<file path="config.mk">
export PLATFORM = sky130hd
export DESIGN_NAME = trap_sequencer
export DESIGN_NICKNAME = d
export VERILOG_FILES = /design/src/rtl/trap_sequencer.sv
export SDC_FILE = /design/constraint.sdc
export NUM_CORES = 1
export LEC_CHECK = 0
export CAP_MARGIN = 40
export CORE_UTILIZATION = 40
export DETAILED_ROUTE_END_ITERATION = 6
export PLACE_DENSITY = 0.86
export SLEW_MARGIN = 20
export SYNTH_ARGS = -nofsm -noshare
export SYNTH_HDL_FRONTEND = slang
export SYNTH_SLANG_ARGS = --single-unit
</file>
<file path="constraint.sdc">
create_clock -name CLK -period 1.9 [get_ports CLK]
set_clock_uncertainty 0.15 [all_clocks]
set_input_delay 0.19 -clock CLK [delete_from_list [all_inputs] [get_ports CLK]]
set_output_delay 0.19 -clock CLK [all_outputs]
set_load 0.005 [all_outputs]
</file>
<file path="src/rtl/trap_sequencer.sv">
// trap_sequencer
//   Trap/return sequencer upstream of the machine-mode CSR block. Watches the
//   commit stage for exceptions, mret and a synchronized external interrupt,
//   drives the CSR trap-update handshake, then flushes the pipeline and
//   redirects fetch to mtvec (trap) or mepc (return). Stalls the core while a
//   trap or return is in flight.
//
// Ports
//   CLK, RST        clock, synchronous active-high reset
//   commit_*        retiring-instruction info (valid, pc, exc, cause, mret)
//   ext_irq         raw asynchronous external interrupt
//   irq_enable      mstatus.MIE
//   mtvec, mepc     trap handler / saved return PC from the CSR block
//   trap_valid      trap update request (held until trap_ack)
//   trap_cause      {interrupt, code}
//   trap_pc         PC to save into MEPC
//   trap_ack        CSR block accepted the trap update
//   ret_valid       one-cycle MSTATUS restore on mret
//   pending_irq     synchronized, masked interrupt
//   stall, flush    high whenever the sequencer is not idle
//   redirect_valid  one-cycle fetch redirect
//   redirect_pc     fetch redirect target
module trap_sequencer #(
   parameter logic [4:0] IRQ_CAUSE = 5'd11
) (
   input  logic        CLK,
   input  logic        RST,
   input  logic        commit_valid,
   input  logic [31:0] commit_pc,
   input  logic        commit_exc,
   input  logic [4:0]  commit_cause,
   input  logic        commit_mret,
   input  logic        ext_irq,
   input  logic        irq_enable,
   input  logic [31:0] mtvec,
   input  logic [31:0] mepc,
   output logic        trap_valid,
   output logic [5:0]  trap_cause,
   output logic [31:0] trap_pc,
   input  logic        trap_ack,
   output logic        ret_valid,
   output logic        pending_irq,
   output logic        stall,
   output logic        flush,
   output logic        redirect_valid,
   output logic [31:0] redirect_pc
);

   typedef enum logic [1:0] {
      IDLE,
      REQ,
      REDIRECT
   } state_t;

   state_t state;
   logic   irq_s1;
   logic   irq_s2;

   assign pending_irq = irq_s2 & irq_enable;

   // Output registers double as the latched cause/pc/target and return flag:
   // trap_cause/trap_pc hold the latched trap, redirect_pc the latched target
   // and ret_valid the return flag, each cleared whenever it is not driven.
   always_ff @(posedge CLK) begin
      if (RST) begin
         state          <= IDLE;
         irq_s1         <= 1'b0;
         irq_s2         <= 1'b0;
         trap_valid     <= 1'b0;
         trap_cause     <= '0;
         trap_pc        <= '0;
         ret_valid      <= 1'b0;
         stall          <= 1'b0;
         flush          <= 1'b0;
         redirect_valid <= 1'b0;
         redirect_pc    <= '0;
      end else begin
         irq_s1 <= ext_irq;
         irq_s2 <= irq_s1;

         unique case (state)
            IDLE: begin
               if (commit_valid) begin
                  if (commit_exc) begin
                     state      <= REQ;
                     trap_valid <= 1'b1;
                     trap_cause <= {1'b0, commit_cause};
                     trap_pc    <= commit_pc;
                     stall      <= 1'b1;
                     flush      <= 1'b1;
                  end else if (pending_irq) begin
                     // Retiring instruction is squashed; its PC is the
                     // resume point.
                     state      <= REQ;
                     trap_valid <= 1'b1;
                     trap_cause <= {1'b1, IRQ_CAUSE};
                     trap_pc    <= commit_pc;
                     stall      <= 1'b1;
                     flush      <= 1'b1;
                  end else if (commit_mret) begin
                     state          <= REDIRECT;
                     redirect_valid <= 1'b1;
                     redirect_pc    <= mepc;
                     ret_valid      <= 1'b1;
                     stall          <= 1'b1;
                     flush          <= 1'b1;
                  end
               end
            end

            REQ: begin
               if (trap_ack) begin
                  state          <= REDIRECT;
                  trap_valid     <= 1'b0;
                  trap_cause     <= '0;
                  trap_pc        <= '0;
                  redirect_valid <= 1'b1;
                  redirect_pc    <= mtvec;
                  ret_valid      <= 1'b0;
               end
            end

            REDIRECT: begin
               state          <= IDLE;
               redirect_valid <= 1'b0;
               redirect_pc    <= '0;
               ret_valid      <= 1'b0;
               stall          <= 1'b0;
               flush          <= 1'b0;
            end

            default: begin
               state          <= IDLE;
               trap_valid     <= 1'b0;
               trap_cause     <= '0;
               trap_pc        <= '0;
               redirect_valid <= 1'b0;
               redirect_pc    <= '0;
               ret_valid      <= 1'b0;
               stall          <= 1'b0;
               flush          <= 1'b0;
            end
         endcase
      end
   end

endmodule
</file>
* Word-level counts from Yosys, hierarchy flattened *
Cells that the tools add are included.

storage, ports and cells
  register bits = 78
  latch bits = 0
  memory bits (writable) = 0
  ROM bits = 0
  bits of input ports = 109
  output and inout bits = 76
  word-level logic and storage cells = 65
  memories = 0

cells by class
  add/subtract/negate cells = 0
  multiply operators = 0
  div/mod/pow operators = 0
  magnitude comparators = 0
  eq/ne operators = 9
  shift-type cells = 0
  mux-type cells = 38
  bitwise gates (word level) = 3
  reduce and logical (&&, ||, !) cells = 5

operators with widths
  operator              number
  $mux W32              9
  $pmux W32 S3          1
  $pmux W32 S2          1
  $mux W6               4
  $pmux W6 S3           1
  $mux W1               12
  $mux W2               5
  $ne A2 B2 Y1 const B  5
  $pmux W1 S2           3
  $reduce_and A3 Y1     2
  $reduce_and A5 Y1     1
  $ne A4 B4 Y1 const B  1
  $pmux W2 S2           1
  $reduce_and A4 Y1     1
  $ne A3 B3 Y1 const B  1
  $pmux W1 S3           1
  $eq A2 B1 Y1 const B  1
  $eq A2 B2 Y1 const B  1
  $logic_not A2 Y1      1
  $not A1 Y1            2
  $and A1 B1 Y1         1

* Depth between registers and ports, before layout *
Gate-level depths: netlist (run 1).

  depth after elaboration = 5
  depth in mapped cells = 6
  mapped depth without buffers = 3

* Worst setup path after synthesis (run 1) *
OpenSTA, ideal clock, no wires.

  path type = register to register
  start = reg state[1]
  end = reg trap_pc[24]
  library setup time = 0.132 ns
  data arrival time = 1.262 ns
  data required time = 1.618 ns
  setup slack = 0.356 ns
  cell stages (with the launch flop) = 7
  path buffers = 3
  clock period less this slack = 1.544 ns
  path through = dfxtp_1 > buf_6 > or3b_1 > buf_6 > buf_8 > o211ai_2 > a21oi_1

on the way
  longest elaborated chain between the ends = 3
  elaborated cells on any way between the ends = 9
  those cells by class = eq/ne: 5; mux: 1; bitwise: 1; reduce/logical: 2

RTL lines
  what                                            RTL line  RTL
  start: declaration                              55        state_t state;
  start signal: assignment                        66        state <= IDLE;
  start signal: assignment                        85        state <= REQ;
  start signal: assignment                        94        state <= REQ;
  $eq A2 B1 Y1 (tied with other cells)            81        unique case (state)
  $ne A2 B2 Y1 (no line) (tied with other cells)  n/a
  $reduce_and A4 Y1 (no line)                     n/a
  end signal: assignment                          88        trap_pc <= commit_pc;
  end signal: assignment                          97        trap_pc <= commit_pc;
  end: declaration                                39        output logic [31:0] trap_pc,

Parallel ways exist; a longest one is shown, timed or not.
A chain may end at the register's enable or synchronous reset.

* Final worst setup path (run 1) *
  start = in irq_enable
  end = out pending_irq

on the way
  longest elaborated chain between the ends = 1

RTL lines
  what                RTL line  RTL
  start: declaration  34        input logic irq_enable,
  $and A1 B1 Y1       59        assign pending_irq = irq_s2 & irq_enable;
  end: declaration    42        output logic pending_irq,

Every way passes these cells.

==> metrics, run 1 <==
Clk Latency, worst-skew pair 0.34 ns; die width 99.6 µm; Initial DRT Pass Iterations 4; Die Footprint 9930 µm²; via count of the first global-routing pass 3625; Crit Path Class in2out; commonest cells in the netlist dfxtp_1 (78), nand2_1 (70), mux2i_1 (37); initial core utilization around two fifths; routed wl met3 between 700 and 800 µm; Startpoint Class input pin; initial DRC count 117; hold crit path type in2reg; CP arrival ~1.4 ns; RSZ-0062 raised after global routing false; Post-DP HPWL 8040 µm; synth top area cells dfxtp_1 (41%), o211ai_2 (9.8%), mux2i_1 (9.7%); wire length of the first global-routing pass 17500 µm; Worst Setup End Kind output port; pin count of the biggest net entering global routing 36; R2R Setup Slk about 0.21 ns; fillers 753; CTS Buf Count 9; maximum fanout along the worst path 3; Required @ worst endpoint roughly 1.6 ns; peak supply drop 0.319 mV; worst r2r path cells 4; CTS Buffer Depth 2; Async SR Flop Fraction 0%; WHS Endpoint irq_s1$_SDFF_PP0_; overall routed net length approximately 11000 µm; # rows 35; io pins 185; RePlAce Congestion 0.787; WL met1 4500 µm; post-CTS setup buffer count 0; Highest Signal Layer met4; syn_area_per_cell between 9 and 10 µm²; register area share after synthesis between 40% and 50%; GRT overflow 0; via/cell ratio between 5 and 6; Final setup viols 0; Post-synth EDFFs 0; Synth Net Count between 500 and 600; Lkg Pwr around 2.3 nW; maxcap violations 0; WL met2 ~5300 µm; Fmax around 0.6 GHz; PostCTS Resize Cnt 0; Yosys top cell area share between 40% and 50%; CTS root buf clkbuf_8; Design Power around 4.1 mW; Placeable Area approximately 9200 µm²; clock-pin slew on the worst setup and hold paths around 0.08 ns; die span in y about 100 µm; fin crit share between 80% and 90%; Total Routing Usage GR roughly 22%; Fin. Hold Viols 0; Sink Count 78; relative slew slack 80.1%; via count ~3700; port buffer count 184; Slew Viols, Final 0; H-tree depth 3; hold wc startpoint ext_irq; cts-stage hold buffer count 0; Final Util around two thirds; Synth cell types 34; WHS approximately 0.25 ns; pwr dens 677 nW/µm²; Antenna Cells 0; CTS tree yes; proportion of layout cells with a drive suffix above 1 a little under a fifth; #FFs+latches synth 78; Final Critical Period 1.70 ns; final setup TNS 0 ns; layout net count 681; Post-DRT Antenna Nets 0; most common flop cell mapped by yosys dfxtp_1; Design Area, Final around 6000 µm²; Yosys warning total 0; reg-to-reg endpoint trap_pc[21]$_SDFFE_PP0P_; R2R Path Start state[1]$_SDFFE_PP0P_; largest area contributor in the netlist dfxtp_1; Post-Synthesis Cells just under 400; final routed DRC violation total 0; Least-Margin Pin Slew roughly 0.30 ns; routed len/inst 15.3 µm; P&R area growth vs syn 58.4%; Mapped Area roughly 3800 µm²; initial antenna violation count 0; dpl cell area between 5000 and 6000 µm²; outcome complete, no violations; most common cell in the netlist dfxtp_1; hold path cells 2
-- report_power, final --
part / switching, mW / internal, mW
registers: 0.0716 / 1.75
logic: 0.417 / 0.634
clock network: 0.612 / 0.611
-- placed cells by master (no fill, tap or decap), drive strengths merged, types with 2 or more instances in the layout --
master           n
nor3             2
o211ai          33
mux2            32
dfxtp           78
buf             24
nand2           70
mux2i           37
o21ai            5
a21oi           36
inv              3
nor2             4
a21boi           2
clkbuf          11
nor2b            3
clkinv           3
clkdlybuf4s50  184
nand3           35
a21o             2
-- worst max-delay path by stage --
stage	slack [ns]	to	from
final	0.20	pending_irq	irq_enable
after floorplan	0.36	trap_pc[24]$_SDFFE_PP0P_	state[1]$_SDFFE_PP0P_
after CTS	0.18	pending_irq	irq_s2$_SDFF_PP0_
after global placement	-0.05	trap_pc[21]$_SDFFE_PP0P_	commit_valid
after detailed placement	-0.08	trap_pc[21]$_SDFFE_PP0P_	commit_valid
after global routing	0.14	pending_irq	irq_s2$_SDFF_PP0_
-- cell type report --
| type | count | area (µm²) | share of cell area [%] |
|---|---|---|---|
| inverter | 3 | 11.3 | 0.186 |
| multi-input combinational | 272 | 1990 | 33.0 |
| tap | 129 | 161 | 2.67 |
| clock buffer | 11 | 131 | 2.17 |
| sequential | 78 | 1560 | 25.9 |
| clock inverter | 5 | 60.1 | 0.994 |
| timing repair buffer | 208 | 2120 | 35.1 |
-- flip-flops by register name, summed over array words and instances, names as in the netlist --
register	cells
irq_s1	1
state	2
ret_valid	1
trap_cause	6
redirect_valid	1
trap_valid	1
flush	1
irq_s2	1
redirect_pc	32
trap_pc	32
-- per-layer routing --
metal,vias to the layer above,GRT usage (%)
met2,157,38.0
met1,1753,26.1
li1,1739,-
met3,20,5.41
met5,-,0
met4,0,9.05
-- worst max-delay path, stage by stage --
cell             delay, ns
clkdlybuf4s50_1       0.54
and2_1                0.14
clkdlybuf4s50_1       0.49
-- kinds of logic (layout without fill, tap and decap cells) --
family	Yosys count	count (layout)	share of synthesized area (%)
multiplexers	69	69	19.2
flip-flops	78	78	40.9
buffers and inverters	42	227	7.32
AND/OR/NAND/NOR	119	119	13.9
AO/OA/AOI/OAI	84	84	18.7
-- metrics by stage --
step                std cells  setup WS (ns)
floorplan                 392          0.356
global placement          690        -0.0468
detailed placement        690        -0.0787
CTS                       706          0.182
global route              706          0.137
finish                    706          0.197
No activity file was read; power rests on OpenSTA's default activity.
==> run 2: changes to the inputs <==
Settings changed: CAP_MARGIN 40 to 20.
==> results of run 2 <==
No change in the layout: final DEF, timing and power equal those of run 1.
==> run 3: changes to the inputs <==
Settings changed: TNS_END_PERCENT set to 30.
==> results of run 3 <==
No change in the layout: final DEF, timing and power equal those of run 1.
